$ cat src/rtl/sys_ctrl_pkg.sv
// sys_ctrl_pkg: shared definitions for the command sequencer.
//   - frame command bytes and ALU operand register addresses
//   - decoder and transmit-serializer state encodings
package sys_ctrl_pkg;

  localparam logic [7:0] CMD_WR      = 8'hAA;
  localparam logic [7:0] CMD_RD      = 8'hBB;
  localparam logic [7:0] CMD_ALU_OP  = 8'hCC;
  localparam logic [7:0] CMD_ALU_NOP = 8'hDD;

  localparam logic [3:0] OPA_ADDR = 4'h0;
  localparam logic [3:0] OPB_ADDR = 4'h1;

  typedef enum logic [3:0] {
    ST_IDLE,
    ST_WR_ADDR,
    ST_WR_DATA,
    ST_RD_ADDR,
    ST_RD_WAIT,
    ST_ALU_A,
    ST_ALU_B,
    ST_ALU_FN,
    ST_ALU_WAIT,
    ST_TX
  } ctrl_state_e;

  typedef enum logic [1:0] {
    TX_IDLE,
    TX_SEND,
    TX_WAIT_ACC,
    TX_WAIT_DONE
  } tx_state_e;

  function automatic logic good_byte(input logic vld, input logic par_err,
                                     input logic stp_err);
    return vld & ~par_err & ~stp_err;
  endfunction

endpackage

$ cat src/rtl/sys_ctrl_tx_seq.sv
// sys_ctrl_tx_seq: serializes a 1- or 2-byte response onto the UART TX path.
//   i_clk, i_rst    clock, asynchronous active-high reset
//   i_start         level request; accepted only when idle
//   i_two_bytes     1: send low then high byte, 0: low byte only
//   i_data          response word, held stable by the caller until o_done
//   i_tx_busy       transmitter busy
//   o_tx_data       byte to transmit
//   o_tx_vld        one-cycle transmit request
//   o_done          one-cycle pulse when the last byte has been transmitted
module sys_ctrl_tx_seq
  import sys_ctrl_pkg::*;
#(
  parameter int unsigned DATA_WIDTH    = 8,
  parameter int unsigned ALU_OUT_WIDTH = 16
) (
  input  logic                     i_clk,
  input  logic                     i_rst,
  input  logic                     i_start,
  input  logic                     i_two_bytes,
  input  logic [ALU_OUT_WIDTH-1:0] i_data,
  input  logic                     i_tx_busy,
  output logic [DATA_WIDTH-1:0]    o_tx_data,
  output logic                     o_tx_vld,
  output logic                     o_done
);

  tx_state_e             r_state, w_state_nxt;
  logic                  r_hi, w_hi_nxt;
  logic                  r_vld, w_vld_nxt;
  logic [DATA_WIDTH-1:0] r_data, w_data_nxt;
  logic                  w_done;

  always_ff @(posedge i_clk or posedge i_rst) begin
    if (i_rst) begin
      r_state <= TX_IDLE;
      r_hi    <= 1'b0;
      r_vld   <= 1'b0;
      r_data  <= '0;
    end else begin
      r_state <= w_state_nxt;
      r_hi    <= w_hi_nxt;
      r_vld   <= w_vld_nxt;
      r_data  <= w_data_nxt;
    end
  end

  // Each byte: request while the transmitter is idle, then see it go busy
  // (accepted) and idle again (finished) before moving on.
  always_comb begin
    w_state_nxt = r_state;
    w_hi_nxt    = r_hi;
    w_vld_nxt   = 1'b0;
    w_data_nxt  = r_data;
    w_done      = 1'b0;
    case (r_state)
      TX_IDLE: begin
        if (i_start) begin
          w_hi_nxt    = 1'b0;
          w_state_nxt = TX_SEND;
        end
      end
      TX_SEND: begin
        if (!i_tx_busy) begin
          w_vld_nxt   = 1'b1;
          w_data_nxt  = r_hi ? i_data[DATA_WIDTH +: DATA_WIDTH]
                             : i_data[DATA_WIDTH-1:0];
          w_state_nxt = TX_WAIT_ACC;
        end
      end
      TX_WAIT_ACC: begin
        if (i_tx_busy) w_state_nxt = TX_WAIT_DONE;
      end
      TX_WAIT_DONE: begin
        if (!i_tx_busy) begin
          if (i_two_bytes && !r_hi) begin
            w_hi_nxt    = 1'b1;
            w_state_nxt = TX_SEND;
          end else begin
            w_done      = 1'b1;
            w_state_nxt = TX_IDLE;
          end
        end
      end
      default: w_state_nxt = TX_IDLE;
    endcase
  end

  assign o_tx_data = r_data;
  assign o_tx_vld  = r_vld;
  assign o_done    = w_done;

endmodule

$ cat src/rtl/sys_ctrl.sv
// sys_ctrl: command sequencer between UART RX, register file, ALU and UART TX.
//   Frames: AA addr data (write), BB addr (read), CC a b fn (ALU with
//   operands), DD fn (ALU on stored operands).
//   REF_CLK, rst                     clock, asynchronous active-high reset
//   RX_P_DATA/RX_D_VLD/PAR_ERR/STP_ERR  received byte and its qualifiers
//   WrEn/RdEn/Address/WrData/RdData/RdData_Valid  register-file port
//   ALU_EN/ALU_FUN/CLK_EN/ALU_OUT/OUT_VALID       ALU control and result
//   TX_P_DATA/TX_D_VLD/TX_BUSY                    UART transmit port
module sys_ctrl
  import sys_ctrl_pkg::*;
#(
  parameter int unsigned DATA_WIDTH    = 8,
  parameter int unsigned ADDR_WIDTH    = 4,
  parameter int unsigned ALU_OUT_WIDTH = 16,
  parameter int unsigned ALU_TIMEOUT   = 255
) (
  input  logic                     REF_CLK,
  input  logic                     rst,
  input  logic [DATA_WIDTH-1:0]    RX_P_DATA,
  input  logic                     RX_D_VLD,
  input  logic                     PAR_ERR,
  input  logic                     STP_ERR,
  output logic                     WrEn,
  output logic                     RdEn,
  output logic [ADDR_WIDTH-1:0]    Address,
  output logic [DATA_WIDTH-1:0]    WrData,
  input  logic [DATA_WIDTH-1:0]    RdData,
  input  logic                     RdData_Valid,
  output logic                     ALU_EN,
  output logic [3:0]               ALU_FUN,
  output logic                     CLK_EN,
  input  logic [ALU_OUT_WIDTH-1:0] ALU_OUT,
  input  logic                     OUT_VALID,
  output logic [DATA_WIDTH-1:0]    TX_P_DATA,
  output logic                     TX_D_VLD,
  input  logic                     TX_BUSY
);

  localparam int unsigned     TMO_W    = $clog2(ALU_TIMEOUT + 1);
  localparam logic [TMO_W-1:0] TMO_LAST = TMO_W'(ALU_TIMEOUT - 1);

  ctrl_state_e              r_state, w_state_nxt;
  logic                     r_wr_en, w_wr_en_nxt;
  logic                     r_rd_en, w_rd_en_nxt;
  logic [ADDR_WIDTH-1:0]    r_addr, w_addr_nxt;
  logic [DATA_WIDTH-1:0]    r_wr_data, w_wr_data_nxt;
  logic                     r_alu_en, w_alu_en_nxt;
  logic [3:0]               r_alu_fun, w_alu_fun_nxt;
  logic                     r_clk_en, w_clk_en_nxt;
  logic [ALU_OUT_WIDTH-1:0] r_result, w_result_nxt;
  logic                     r_two_bytes, w_two_bytes_nxt;
  logic [TMO_W-1:0]         r_tmo, w_tmo_nxt;

  logic w_good, w_bad, w_tx_start, w_tx_done;

  assign w_good = good_byte(RX_D_VLD, PAR_ERR, STP_ERR);
  assign w_bad  = RX_D_VLD & (PAR_ERR | STP_ERR);

  always_ff @(posedge REF_CLK or posedge rst) begin
    if (rst) begin
      r_state     <= ST_IDLE;
      r_wr_en     <= 1'b0;
      r_rd_en     <= 1'b0;
      r_addr      <= '0;
      r_wr_data   <= '0;
      r_alu_en    <= 1'b0;
      r_alu_fun   <= '0;
      r_clk_en    <= 1'b0;
      r_result    <= '0;
      r_two_bytes <= 1'b0;
      r_tmo       <= '0;
    end else begin
      r_state     <= w_state_nxt;
      r_wr_en     <= w_wr_en_nxt;
      r_rd_en     <= w_rd_en_nxt;
      r_addr      <= w_addr_nxt;
      r_wr_data   <= w_wr_data_nxt;
      r_alu_en    <= w_alu_en_nxt;
      r_alu_fun   <= w_alu_fun_nxt;
      r_clk_en    <= w_clk_en_nxt;
      r_result    <= w_result_nxt;
      r_two_bytes <= w_two_bytes_nxt;
      r_tmo       <= w_tmo_nxt;
    end
  end

  // Strobes are computed here and registered, so each appears in the cycle
  // after the byte that triggers it and lasts exactly one cycle.
  always_comb begin
    w_state_nxt     = r_state;
    w_wr_en_nxt     = 1'b0;
    w_rd_en_nxt     = 1'b0;
    w_alu_en_nxt    = 1'b0;
    w_addr_nxt      = r_addr;
    w_wr_data_nxt   = r_wr_data;
    w_alu_fun_nxt   = r_alu_fun;
    w_clk_en_nxt    = r_clk_en;
    w_result_nxt    = r_result;
    w_two_bytes_nxt = r_two_bytes;
    w_tmo_nxt       = r_tmo;
    case (r_state)
      ST_IDLE: begin
        if (w_good) begin
          if (RX_P_DATA == DATA_WIDTH'(CMD_WR))           w_state_nxt = ST_WR_ADDR;
          else if (RX_P_DATA == DATA_WIDTH'(CMD_RD))      w_state_nxt = ST_RD_ADDR;
          else if (RX_P_DATA == DATA_WIDTH'(CMD_ALU_OP))  w_state_nxt = ST_ALU_A;
          else if (RX_P_DATA == DATA_WIDTH'(CMD_ALU_NOP)) w_state_nxt = ST_ALU_FN;
        end
      end
      ST_WR_ADDR: begin
        if (w_good) begin
          w_addr_nxt  = RX_P_DATA[ADDR_WIDTH-1:0];
          w_state_nxt = ST_WR_DATA;
        end else if (w_bad) begin
          w_state_nxt = ST_IDLE;
        end
      end
      ST_WR_DATA: begin
        if (w_good) begin
          w_wr_en_nxt   = 1'b1;
          w_wr_data_nxt = RX_P_DATA;
          w_state_nxt   = ST_IDLE;
        end else if (w_bad) begin
          w_state_nxt = ST_IDLE;
        end
      end
      ST_RD_ADDR: begin
        if (w_good) begin
          w_rd_en_nxt = 1'b1;
          w_addr_nxt  = RX_P_DATA[ADDR_WIDTH-1:0];
          w_state_nxt = ST_RD_WAIT;
        end else if (w_bad) begin
          w_state_nxt = ST_IDLE;
        end
      end
      ST_RD_WAIT: begin
        if (RdData_Valid) begin
          w_result_nxt    = ALU_OUT_WIDTH'(RdData);
          w_two_bytes_nxt = 1'b0;
          w_state_nxt     = ST_TX;
        end
      end
      ST_ALU_A: begin
        if (w_good) begin
          w_wr_en_nxt   = 1'b1;
          w_addr_nxt    = ADDR_WIDTH'(OPA_ADDR);
          w_wr_data_nxt = RX_P_DATA;
          w_state_nxt   = ST_ALU_B;
        end else if (w_bad) begin
          w_state_nxt = ST_IDLE;
        end
      end
      ST_ALU_B: begin
        if (w_good) begin
          w_wr_en_nxt   = 1'b1;
          w_addr_nxt    = ADDR_WIDTH'(OPB_ADDR);
          w_wr_data_nxt = RX_P_DATA;
          w_state_nxt   = ST_ALU_FN;
        end else if (w_bad) begin
          w_state_nxt = ST_IDLE;
        end
      end
      ST_ALU_FN: begin
        if (w_good) begin
          w_alu_fun_nxt = RX_P_DATA[3:0];
          w_clk_en_nxt  = 1'b1;
          w_alu_en_nxt  = 1'b1;
          w_tmo_nxt     = '0;
          w_state_nxt   = ST_ALU_WAIT;
        end else if (w_bad) begin
          w_state_nxt = ST_IDLE;
        end
      end
      ST_ALU_WAIT: begin
        // A result arriving in the last allowed cycle still wins over abort;
        // the gated clock stays on for exactly ALU_TIMEOUT cycles otherwise.
        if (OUT_VALID) begin
          w_result_nxt    = ALU_OUT;
          w_two_bytes_nxt = 1'b1;
          w_clk_en_nxt    = 1'b0;
          w_state_nxt     = ST_TX;
        end else if (r_tmo == TMO_LAST) begin
          w_clk_en_nxt = 1'b0;
          w_state_nxt  = ST_IDLE;
        end else begin
          w_tmo_nxt = r_tmo + TMO_W'(1);
        end
      end
      ST_TX: begin
        if (w_tx_done) w_state_nxt = ST_IDLE;
      end
      default: w_state_nxt = ST_IDLE;
    endcase
  end

  // The serializer ignores start while busy, so holding it for the whole
  // TX state starts exactly one response.
  assign w_tx_start = (r_state == ST_TX);

  sys_ctrl_tx_seq #(
    .DATA_WIDTH    (DATA_WIDTH),
    .ALU_OUT_WIDTH (ALU_OUT_WIDTH)
  ) u_tx_seq (
    .i_clk       (REF_CLK),
    .i_rst       (rst),
    .i_start     (w_tx_start),
    .i_two_bytes (r_two_bytes),
    .i_data      (r_result),
    .i_tx_busy   (TX_BUSY),
    .o_tx_data   (TX_P_DATA),
    .o_tx_vld    (TX_D_VLD),
    .o_done      (w_tx_done)
  );

  assign WrEn    = r_wr_en;
  assign RdEn    = r_rd_en;
  assign Address = r_addr;
  assign WrData  = r_wr_data;
  assign ALU_EN  = r_alu_en;
  assign ALU_FUN = r_alu_fun;
  assign CLK_EN  = r_clk_en;

endmodule

$ cat config.mk
export PLATFORM = sky130hd
export DESIGN_NAME = sys_ctrl
export DESIGN_NICKNAME = d
export VERILOG_FILES = /design/src/rtl/sys_ctrl_pkg.sv /design/src/rtl/sys_ctrl_tx_seq.sv /design/src/rtl/sys_ctrl.sv
export SDC_FILE = /design/constraint.sdc
export NUM_CORES = 1
export LEC_CHECK = 0
export BUFFER_PORTS_ARGS = -buffer_cell sky130_fd_sc_hd__buf_4
export CAP_MARGIN = 20
export CORE_MARGIN = 3
export CORE_UTILIZATION = 55
export CTS_BUF_LIST = sky130_fd_sc_hd__clkbuf_4 sky130_fd_sc_hd__clkbuf_8 sky130_fd_sc_hd__clkbuf_16
export DETAILED_ROUTE_END_ITERATION = 7
export GPL_ROUTABILITY_DRIVEN = 1
export PLACE_DENSITY = 0.81
export SLEW_MARGIN = 10
export SYNTH_ARGS = -nofsm -noshare
export SYNTH_HDL_FRONTEND = slang
export SYNTH_SLANG_ARGS = --single-unit
$ cat constraint.sdc
create_clock -name REF_CLK -period 3.3 [get_ports REF_CLK]
set_input_delay 0.66 -clock REF_CLK [delete_from_list [all_inputs] [get_ports REF_CLK]]
set_output_delay 0.66 -clock REF_CLK [all_outputs]
set_load 0.005 [all_outputs]
==> qor.yml <==
critPathSlowestCell: "or4_1"
multi_input_area_sq_mm: 0.00135
cts_buffers: 9
finalSetupTns_ns: 0
skew_ns: 0.00578
rsz0062_at_grt: "false"
cp-startpoint: "r_state[3]"
postCtsHoldBufs: 0
ff_latch_area_sq_mm: 0.00153
cts_setup_buffers: 0
slew_violations: 0
p_int_uw: 2000
coreArea_sq_mm: 0.00520
seq_power_share: 0.410
syn_nets: 343
drt_iter0_markers: 199
dp_hpwl_um: 4830
antenna_found_initial: 0
path_cells: "inv_1 -> or4_1 -> nor2_1 -> a22o_1"
synth_cells: 296
grt_start_max_net_pins: 54
cp.arrival_ns: 2.80
slowest_delay_ns: 0.72
track_usage: 0.225
period_share: 0.765
num-nets-final: 412
async_reset_ff_frac: 1.00
start_util: 0.577
io_pins: 69
total_power_uw: 3040
start_kind: "register"
final_cell_mix: "buf_4 (71), dfrtp_1 (61), nand2_1 (42)"
ir_worst_vdd_mv: 0.480
synthFlopType: "dfrtp_1"
wire_per_inst_um: 15.3
syn-cell-area_sq_mm: 0.00300
routed_wl_um: 6730
hold_class: "primary input to async pin"
tightest_slew_ns: 0.826
slew_headroom: 0.448
path_buf_inv: 1
cts-root-buf: "clkbuf_8"
n_fill_cell: 395
antenna_left: 0
hold_violations: 0
synth_seq_cells: 61
cp.required_ns: 3.58
syn_area_per_cell_sq_um: 10.1
dpl_cell_area_sq_mm: 0.00355
htreeDepth: 3
p_clk_frac: 0.249
cellPowerDensity_mw_per_mm2: 801
path_depth: 4
grt_pass1_wl_um: 10900
grt_pass1_vias: 2359
antenna_cells: 0
worst_setup_path_end_kind: "register"
fin_hold_ws_ns: 0.321
p_sw_frac: 0.341
die_width_um: 79.9
layout_commonest_cell: "buf_4"
cts_tree: "yes"
yosys.cell_types.count: 44
cts.clk_slew.worst_paths_ns: 0.07
cap_violations: 0
cp_max_fo: 12
setup_viol: 0
dieArea_sq_mm: 0.00638
port_buffers: 68
synth_edf_count: 0
die_height_um: 79.9
yosysSeqAreaShare: 0.509
fin_crit_ns: 2.52
rows: 26
clock_sinks: 61
drive_gt1_frac: 0.289
finalCoreUtilization: 0.729
overflow: 0
synthToLayoutAreaGrowth_pct: 26.5
worstSetupPathType: "register to register"
first_pass_iters: 5
p_leak_uw: 0.00181
drc_errors: 0
cts-resized-gates: 0
crit_family: "simple AND/OR/NAND/NOR gates"
final_cell_area_sq_mm: 0.00380
clock_latency_ns: 0.34
max_freq_mhz: 396
reg2reg_depth: 4
cts_buffer_depth: 2
vias: 2471
via_per_inst: 5.62
gp_congestion: 0.946
power.switching_uw: 1040
rrSetupSlack_ns: 0.78
ys.warnings.count: 0
status: "finished, final reports clean"
p_comb_frac: 0.341
r2r_start: "r_state[3]"
[power by group through the flow]
| stage | sequential (uW) | clock, uW | combinational [uW] |
|---|---|---|---|
| finish | 1250 | 757 | 1040 |
| global route | 1290 | 806 | 1160 |
| CTS | 1240 | 768 | 1050 |
| detailed placement | 1250 | 0 | 1030 |
| global placement | 1240 | 0 | 1000 |
| floorplan | 1180 | 0 | 698 |
[cells by family (layout without fill, tap and decap cells)]
group           after synthesis  in the layout  synth area share
xor+xnor                      7              7            0.0204
simple gates                103            103             0.168
mux                          22             22            0.0788
compound gates               69             69             0.153
fa+ha+maj                     7              7            0.0292
buf+inv                      27            101            0.0413
flops                        61             61             0.509
[registers in the layout, indices dropped and copies added (netlist names)]
name	cells
ALU_EN	1
ALU_FUN	4
Address	4
CLK_EN	1
RdEn	1
WrData	8
WrEn	1
r_result	16
r_state	4
r_tmo	8
r_two_bytes	1
u_tx_seq.o_tx_data	8
u_tx_seq.o_tx_vld	1
u_tx_seq.r_hi	1
u_tx_seq.r_state	2
[worst paths after layout]
check,to
worst min-delay path,u_tx_seq.o_tx_data[1]
worst max register to register,r_result[14]
min in group REF_CLK,CLK_EN
max in group asynchronous,r_result[2]
worst max-delay path,r_result[14]
worst min register to register,CLK_EN
[final cells by class]
type | count | area share
Tap cell | 70 | 0.0231
Clock buffer | 11 | 0.0382
Inverter | 13 | 0.0129
Sequential cell | 61 | 0.402
Multi-Input combinational cell | 208 | 0.356
Clock inverter | 5 | 0.0221
Timing Repair Buffer | 72 | 0.146
[worst register-to-register path, delay by kind of cell (launching register included)]
family | cells | cell delay [ns]
simple gates | 2 | 1.41
buf+inv | 1 | 0.18
compound gates | 1 | 0.27
flops | 1 | 0.60
[metal layers]
metal	global-route usage	routed length (um)	vias to the layer above	share of wire
met5	0	0	-	0
met4	0.108	145	0	0.022
met3	0.0508	448	14	0.067
met2	0.366	3230	85	0.48
met1	0.284	2910	1179	0.43
li1	-	-	1193	-
[stage by stage]
step / setup slack (ns) / cells
6_report: 0.777 / 440
5_1_grt: 0.554 / 440
4_1_cts: 0.789 / 439
3_5_place_dp: 0.840 / 423
3_3_place_gp: 0.957 / 423
2_1_floorplan: 1.13 / 296
[synthesized netlist by cell type, drive strengths merged, types with 2 or more instances]
library cell | n | area (sq um)
a211oi | 2 | 27.5
a21o | 5 | 37.5
a21oi | 11 | 58.8
a22o | 8 | 70.1
a31oi | 11 | 68.8
buf | 9 | 56.3
clkbuf | 5 | 18.8
dfrtp | 61 | 1530
ha | 7 | 87.6
inv | 13 | 48.8
mux2 | 13 | 146
mux2i | 9 | 90.1
nand2 | 42 | 158
nand2b | 4 | 25.0
nand3 | 8 | 40.0
nand3b | 3 | 22.5
nand4 | 5 | 31.3
nor2 | 19 | 71.3
nor2b | 2 | 12.5
nor3 | 9 | 56.3
nor4 | 2 | 12.5
o21ai | 19 | 95.1
o31ai | 7 | 52.6
o41ai | 2 | 17.5
or3 | 2 | 12.5
xnor2 | 5 | 43.8
xor2 | 2 | 17.5
(Power assumes the default switching activity.)
